[src/rtl/jtframe_dwnld_ctrl.sv]
// ROM download controller: routes ioctl bytes to a small SDRAM write queue or
// straight to PROM, and sequences the game/loop reset around the download.
module jtframe_dwnld_ctrl #(
    parameter logic [21:0] PROM_START = 22'h1F_FC00,
    parameter int          FIFO_AW    = 2
) (
    input  logic        clk,
    input  logic        rst_n,
    input  logic        downloading,
    input  logic [21:0] ioctl_addr,
    input  logic [7:0]  ioctl_data,
    input  logic        ioctl_wr,
    output logic [21:0] prog_addr,
    output logic [7:0]  prog_data,
    output logic [1:0]  prog_mask,
    output logic        prog_we,
    input  logic        prog_ack,
    output logic        prom_we,
    output logic [9:0]  prom_addr,
    output logic [7:0]  prom_din,
    output logic        loop_rst,
    output logic        dwnld_done,
    output logic        overflow
);
    // state | meaning
    // IDLE  | waiting for a download to start
    // LOAD  | bytes arriving, game held in reset
    // DRAIN | loader finished, queued SDRAM writes still retiring
    // DONE  | one-cycle completion pulse
    typedef enum logic [1:0] {IDLE, LOAD, DRAIN, DONE} state_t;

    localparam int                 DEPTH   = 1 << FIFO_AW;
    localparam logic [FIFO_AW:0]   CNT_MAX = (FIFO_AW+1)'(DEPTH);
    localparam logic [FIFO_AW:0]   CNT_ONE = (FIFO_AW+1)'(1);
    localparam logic [FIFO_AW-1:0] PTR_ONE = (FIFO_AW)'(1);

    state_t state, state_nxt;

    logic [21:0]        fifo_addr [DEPTH];
    logic [7:0]         fifo_data [DEPTH];
    logic [FIFO_AW-1:0] wr_ptr, rd_ptr;
    logic [FIFO_AW:0]   count;
    logic               dl_last;

    logic strobe, is_prom, push_req, prom_req;
    logic empty, full, pop, push, drop, dl_rise;
    logic [21:0] head_addr;

    assign strobe   = downloading & ioctl_wr;
    assign is_prom  = ioctl_addr >= PROM_START;
    assign push_req = strobe & ~is_prom;
    assign prom_req = strobe & is_prom;
    assign empty    = (count == '0);
    assign full     = (count == CNT_MAX);
    assign pop      = prog_ack & ~empty;
    // a full queue can still take a byte when the head retires in the same cycle
    assign push     = push_req & (~full | pop);
    assign drop     = push_req & full & ~pop;
    assign dl_rise  = downloading & ~dl_last;
    assign head_addr = fifo_addr[rd_ptr];

    always_ff @(posedge clk) begin
        if (push) begin
            fifo_addr[wr_ptr] <= ioctl_addr;
            fifo_data[wr_ptr] <= ioctl_data;
        end
    end

    always_ff @(posedge clk) begin
        if (!rst_n) begin
            state     <= IDLE;
            wr_ptr    <= '0;
            rd_ptr    <= '0;
            count     <= '0;
            dl_last   <= 1'b0;
            overflow  <= 1'b0;
            prom_we   <= 1'b0;
            prom_addr <= '0;
            prom_din  <= '0;
        end else begin
            state   <= state_nxt;
            dl_last <= downloading;
            if (push) wr_ptr <= wr_ptr + PTR_ONE;
            if (pop)  rd_ptr <= rd_ptr + PTR_ONE;
            case ({push, pop})
                2'b10:   count <= count + CNT_ONE;
                2'b01:   count <= count - CNT_ONE;
                default: count <= count;
            endcase
            // a byte lost on the very cycle a new download starts still counts
            if (dl_rise)   overflow <= drop;
            else if (drop) overflow <= 1'b1;
            prom_we <= prom_req;
            if (prom_req) begin
                prom_addr <= ioctl_addr[9:0] - PROM_START[9:0];
                prom_din  <= ioctl_data;
            end
        end
    end

    always_comb begin
        prog_we   = ~empty;
        prog_addr = '0;
        prog_data = '0;
        prog_mask = 2'b11;
        if (!empty) begin
            prog_addr = {1'b0, head_addr[21:1]};
            prog_data = fifo_data[rd_ptr];
            prog_mask = head_addr[0] ? 2'b01 : 2'b10;
        end
    end

    always_comb begin
        state_nxt  = state;
        loop_rst   = 1'b0;
        dwnld_done = 1'b0;
        case (state)
            IDLE: if (downloading) state_nxt = LOAD;
            LOAD: begin
                loop_rst = 1'b1;
                if (!downloading) state_nxt = empty ? DONE : DRAIN;
            end
            DRAIN: begin
                loop_rst = 1'b1;
                if (downloading)  state_nxt = LOAD;
                else if (empty)   state_nxt = DONE;
            end
            DONE: begin
                dwnld_done = 1'b1;
                state_nxt  = IDLE;
            end
            default: state_nxt = IDLE;
        endcase
    end
endmodule

[config.mk]
export PLATFORM = sky130hd
export DESIGN_NAME = jtframe_dwnld_ctrl
export DESIGN_NICKNAME = d
export VERILOG_FILES = /design/src/rtl/jtframe_dwnld_ctrl.sv
export SDC_FILE = /design/constraint.sdc
export NUM_CORES = 1
export LEC_CHECK = 0
export BUFFER_PORTS_ARGS = -buffer_cell sky130_fd_sc_hd__buf_2
export CAP_MARGIN = 25
export CORE_UTILIZATION = 25
export DETAILED_ROUTE_END_ITERATION = 7
export GPL_ROUTABILITY_DRIVEN = 0
export RECOVER_POWER = 100
export SLEW_MARGIN = 0
export SYNTH_ARGS = -nofsm -noshare
export SYNTH_HDL_FRONTEND = slang
export SYNTH_SLANG_ARGS = --single-unit
[constraint.sdc]
create_clock -name clk -period 2.3 [get_ports clk]
set_input_delay 0.46 -clock clk [delete_from_list [all_inputs] [get_ports clk]]
set_output_delay 0.46 -clock clk [all_outputs]
set_load 0.01 [all_outputs]
Word-level counts from Yosys, hierarchy flattened:

Memory sizes are Yosys's and may differ from the RTL's. A register that Yosys moved wholly into a read port is not among the register bits.
Cells that the tools add are included.

* $add $sub $neg: 4
* magnitude comparators: 1
* equality and inequality tests: 9
* muxes and demuxes: 21
* bitwise operators: 14
* reduce and logical (&&, ||, !) cells: 6

Operators by type and width (number)
* 22-bit by 21-bit greater-or-equal comparator with 1-bit output, second input constant: 1
* 21-bit 2-to-1 mux: 1
* 2-bit 2-to-1 mux: 10
* 1-bit bitwise AND: 8
* 8-bit 2-to-1 mux: 1
* 2-bit one-hot mux with 4 select lines: 1
* 1-bit 2-to-1 mux: 7
* 2-bit equality test, second input constant: 3
* 3-bit one-hot mux with 2 select lines: 1
* 1-bit NOT: 5
* 2-bit by 1-bit adder with 2-bit output, second input constant: 2
* 2-bit by 1-bit equality test with 1-bit output, second input constant: 2
* 2-bit != test, second input constant: 2
* 2-bit nonzero test: 2
* 3-bit by 1-bit adder with 3-bit output, second input constant: 1
* 3-bit equality test, second input constant: 1
* 3-bit zero test: 1
* 3-bit != test, second input constant: 1
* 3-bit AND reduction: 1
* 3-bit by 1-bit subtractor with 3-bit output, second input constant: 1
* 2-bit zero test: 1
* 2-bit OR reduction: 1
* 1-bit OR: 1

* register bits after elaboration: 30
* memory bits (writable): 120
* input bits: 35
* output and inout bits: 55
* word-level logic and storage cells: 66
* memories kept: 2

Memories
* fifo_addr: words 4, bits a word 22, rd ports 1, clocked after Yosys merged registers in 1, write ports 1, RTL line 39 `logic [21:0] fifo_addr [DEPTH];`
* fifo_data: words 4, bits a word 8, rd ports 1, clocked after Yosys merged registers in 1, write ports 1, RTL line 40 `logic [7:0] fifo_data [DEPTH];`

Longest topological paths before layout:

* word-level depth: 7
* depth in mapped cells: 9
* gate-level depth less buffers: 9

Least setup slack after synthesis:

OpenSTA, ideal clock, no wires.

* kind: input to register
* from: input port ioctl_addr[21]
* to: memory fifo_addr[0][0], enable pin
* library setup time: 0.390 ns
* arrival: 1.699 ns
* required time: 1.910 ns
* setup slack: 0.211 ns
* stages: 3
* path buffers: 0
* cell sequence: and3b_1 and2b_1 and3_1

* word-level cells in the longest chain between the ends: 6

Ends and longest elaborated chain
* start, declared: RTL line 10 `input logic [21:0] ioctl_addr,`
* 22-bit by 21-bit greater-or-equal comparator with 1-bit output: RTL line 50 `assign is_prom = ioctl_addr >= PROM_START;`
* 1-bit NOT: RTL line 51 `assign push_req = strobe & ~is_prom;`
* 1-bit bitwise AND: RTL line 51
* 1-bit bitwise AND: RTL line 57 `assign push = push_req & (~full | pop);`
* 1-bit 2-to-1 mux: RTL line 63 `if (push) begin`
* 1-bit 2-to-1 mux (not written as such): RTL line 64 `fifo_addr[wr_ptr] <= ioctl_addr;`
* end, declared: RTL line 39

No other way between the ends.

==> flow_summary.json <==
{
  "syn_nets": 411,
  "yosysUniqueCellTypes": 43,
  "cp_cell_sequence": "clkbuf_16, mux4_2, and2_4, buf_6",
  "syn_inst": 366,
  "first_pass_iters": 4,
  "ys_warn_count": 0,
  "layout_common_cells": "120 x edfxtp_1, 55 x clkbuf_1, 42 x nand2_1",
  "tightest_slew_ns": 0.8287,
  "fp-row-count": 56,
  "critPathSlowestCell": "mux4_2",
  "route.detailed.drc": 0,
  "drive_above_1_share_pct": 29.65,
  "grt_pass1_wl_um": 21070,
  "ant_nets": 0,
  "syn_area_mm2": 0.006115,
  "floorplan.die.width_um": 158.4,
  "vias": 3446,
  "violations": "setup timing",
  "powerDensity_mw_per_mm2": 1105,
  "avgSynthCellArea_um2": 16.71,
  "finalCriticalPeriod_ns": 2.322,
  "synthToLayoutAreaGrowth_pct": 26.58,
  "ys_seq_area_share_pct": 69.41,
  "path_class": "flip-flop to primary output",
  "nets": 521,
  "max-cap-violations": 0,
  "holdBufCountCts": 0,
  "die_h_um": 158.4,
  "overflow": 0,
  "synthArstFlopShare_pct": 0,
  "initial_core_util_pct": 25.74,
  "dieArea_mm2": 0.02509,
  "fmax_ghz": 0.4307,
  "place_area_mm2": 0.007030,
  "comb_power_share_pct": 31.3,
  "ctsLongestPathBuffers": 2,
  "wl_um": 13910,
  "crit_required_ns": 1.84,
  "setup_viol": 4,
  "clock_latency_ns": 0.43,
  "whs_endpoint": "fifo_addr[2][14]",
  "switching_share_pct": 29.23,
  "grt_max_degree": 31,
  "via_per_inst": 4.265,
  "antenna_found_initial": 0,
  "core_area_mm2": 0.02375,
  "p_int_mw": 6.055,
  "diodes": 0,
  "rsz0062_at_grt": "true",
  "cts_buffers": 17,
  "clkPwrFrac_pct": 31.9,
  "port_buffers": 88,
  "hold_path.class": "input pin to flip-flop",
  "hpwl_um": 9684,
  "start_kind": "flip-flop",
  "routedWlPerCell_um": 17.22,
  "final_area_mm2": 0.007740,
  "timing.final.ws_setup_ns": -0.02204,
  "tritoncts": "done",
  "final_common_cell": "edfxtp_1",
  "slew_headroom_pct": 44.75,
  "r2r_slack_ns": 0.17,
  "drt_iter0_markers": 206,
  "cts.sinks": 152,
  "path_max_fanout": 5,
  "hold_violations": 0,
  "clock_skew_ns": 0.01069,
  "nFillCells": 2343,
  "clk_pin_slew_ns": 0.07,
  "holdPathStages": 1,
  "hold_start": "ioctl_addr[14]",
  "track_usage_pct": 11.75,
  "h-tree-depth": 4,
  "p_leak_nw": 2.625,
  "finalMaxSlewViolations": 0,
  "ff2ff_path_depth": 5,
  "dp_slack_ns": -0.01353,
  "p_seq_share_pct": 36.8,
  "worst_setup_path_end_kind": "primary output",
  "status": "finished, violations left",
  "synth_edf_count": 120,
  "fin_crit_sh_pct": 101.0,
  "synth-seq-cells": 152,
  "ys.flop_type": "edfxtp_1",
  "root_buffer": "clkbuf_16",
  "critPathArrivalTime_ns": 1.86,
  "p_switching_mw": 2.500,
  "r2r_end": "fifo_data[3][6]",
  "io_pins": 90,
  "ir_drop_mv": 0.4645,
  "r2r-start": "count[0]",
  "critPathMaxStageDelay_ns": 0.52,
  "grt_pass1_vias": 3639
}
## per-stage QoR
stage	util [%]	power (mW)	setup TNS (ns)	hold slack [ns]	instances
6_report	32.59	8.555	-0.05516	0.3351	808
5_1_grt	32.59	8.991	-1.671	0.3246	808
4_1_cts	32.56	8.426	-0.7944	0.2509	807
3_5_place_dp	29.60	5.389	-0.5755	0.4437	774
3_3_place_gp	29.60	5.330	0	0.4412	774
2_1_floorplan	-	4.489	0	0.4790	366
## synth_stat cells, drive strengths merged (2+ instances only)
cell type | number | share of area [%]
nand3 | 6 | 0.49
and3 | 4 | 0.41
o21ai | 5 | 0.41
edfxtp | 120 | 59
nand4 | 3 | 0.41
nand4b | 2 | 0.29
dfxtp | 32 | 10
nand2b | 3 | 0.31
ha | 9 | 1.8
inv | 7 | 0.43
a21oi | 6 | 0.49
mux4 | 30 | 11
mux2i | 21 | 3.5
o31a | 2 | 0.43
nor2 | 8 | 0.49
nor3 | 2 | 0.33
buf | 7 | 1.1
and2 | 31 | 3.2
clkbuf | 10 | 0.61
nand2 | 42 | 2.6
## power by group through the flow
stage	Clock (mW)	Combinational, mW	Sequential [mW]
5_1_grt	2.91	2.93	3.16
6_report	2.73	2.68	3.15
4_1_cts	2.79	2.49	3.14
2_1_floorplan	0	1.29	3.19
3_3_place_gp	0	2.15	3.18
3_5_place_dp	0	2.21	3.18
## repair_timing
action                     CTS  global route
resized for setup           23            24
setup endpoints to repair   30            29
cloned                       1             1
pin swaps                    1             4
setup buffers                0             0
## sequential cells by signal (all words and copies together), names as in the netlist, named ones only
name       flops
count          3
dl_last        1
fifo_addr     88
fifo_data     32
overflow       1
prom_addr     10
prom_din       8
prom_we        1
rd_ptr         2
state          2
wr_ptr         2
## per-layer routing
metal | part of all wire (%) | GRT usage, % | wire, µm | up-vias
li1 | - | - | - | 1606
met1 | 43 | 14.27 | 6035 | 1744
met2 | 51 | 20.38 | 7134 | 85
met3 | 4.4 | 2.967 | 611 | 11
met4 | 0.93 | 3.571 | 129 | 0
met5 | 0 | 0 | 0 | -
## cell type report
| type | count | area (µm²) | area share, % |
|---|---|---|---|
| timing repair buffer | 108 | 700.7 | 9.053 |
| clock buffer | 17 | 425.4 | 5.496 |
| inverter | 8 | 30.03 | 0.3880 |
| tap | 319 | 399.1 | 5.157 |
| clock inverter | 15 | 158.9 | 2.053 |
| multi-input combinational | 189 | 1778 | 22.97 |
| sequential | 152 | 4248 | 54.88 |
## worst max-delay path by stage
stage | start | slack, ns | end | depth (start not counted)
4_1_cts | flip-flop | -0.08 | prog_addr[0] | 4
3_3_place_gp | ioctl_addr[13] | 0.03 | fifo_addr[0][10] | 4
5_1_grt | flip-flop | -0.09 | prog_addr[10] | 4
2_1_floorplan | ioctl_addr[21] | 0.21 | fifo_addr[0][0] | 3
6_report | flip-flop | -0.02 | prog_addr[20] | 4
3_5_place_dp | ioctl_addr[20] | -0.01 | fifo_addr[0][7] | 4
## worst max-delay path: cells and delay by family, from the launching register on
| family | cells | cell delay, ns |
|---|---|---|
| multiplexers | 1 | 0.52 |
| flip-flops | 1 | 0.44 |
| buffers and inverters | 2 | 0.30 |
| AND/OR/NAND/NOR | 1 | 0.18 |
## cells by family after synthesis
group	synth area share (%)
compound gates	2.210
xor+xnor	0.2865
fa+ha+maj	2.169
buf+inv	2.169
flops	69.41
mux	14.55
other cells	0.06133
simple gates	9.147
Note: power is estimated with default switching activity, not from simulation.
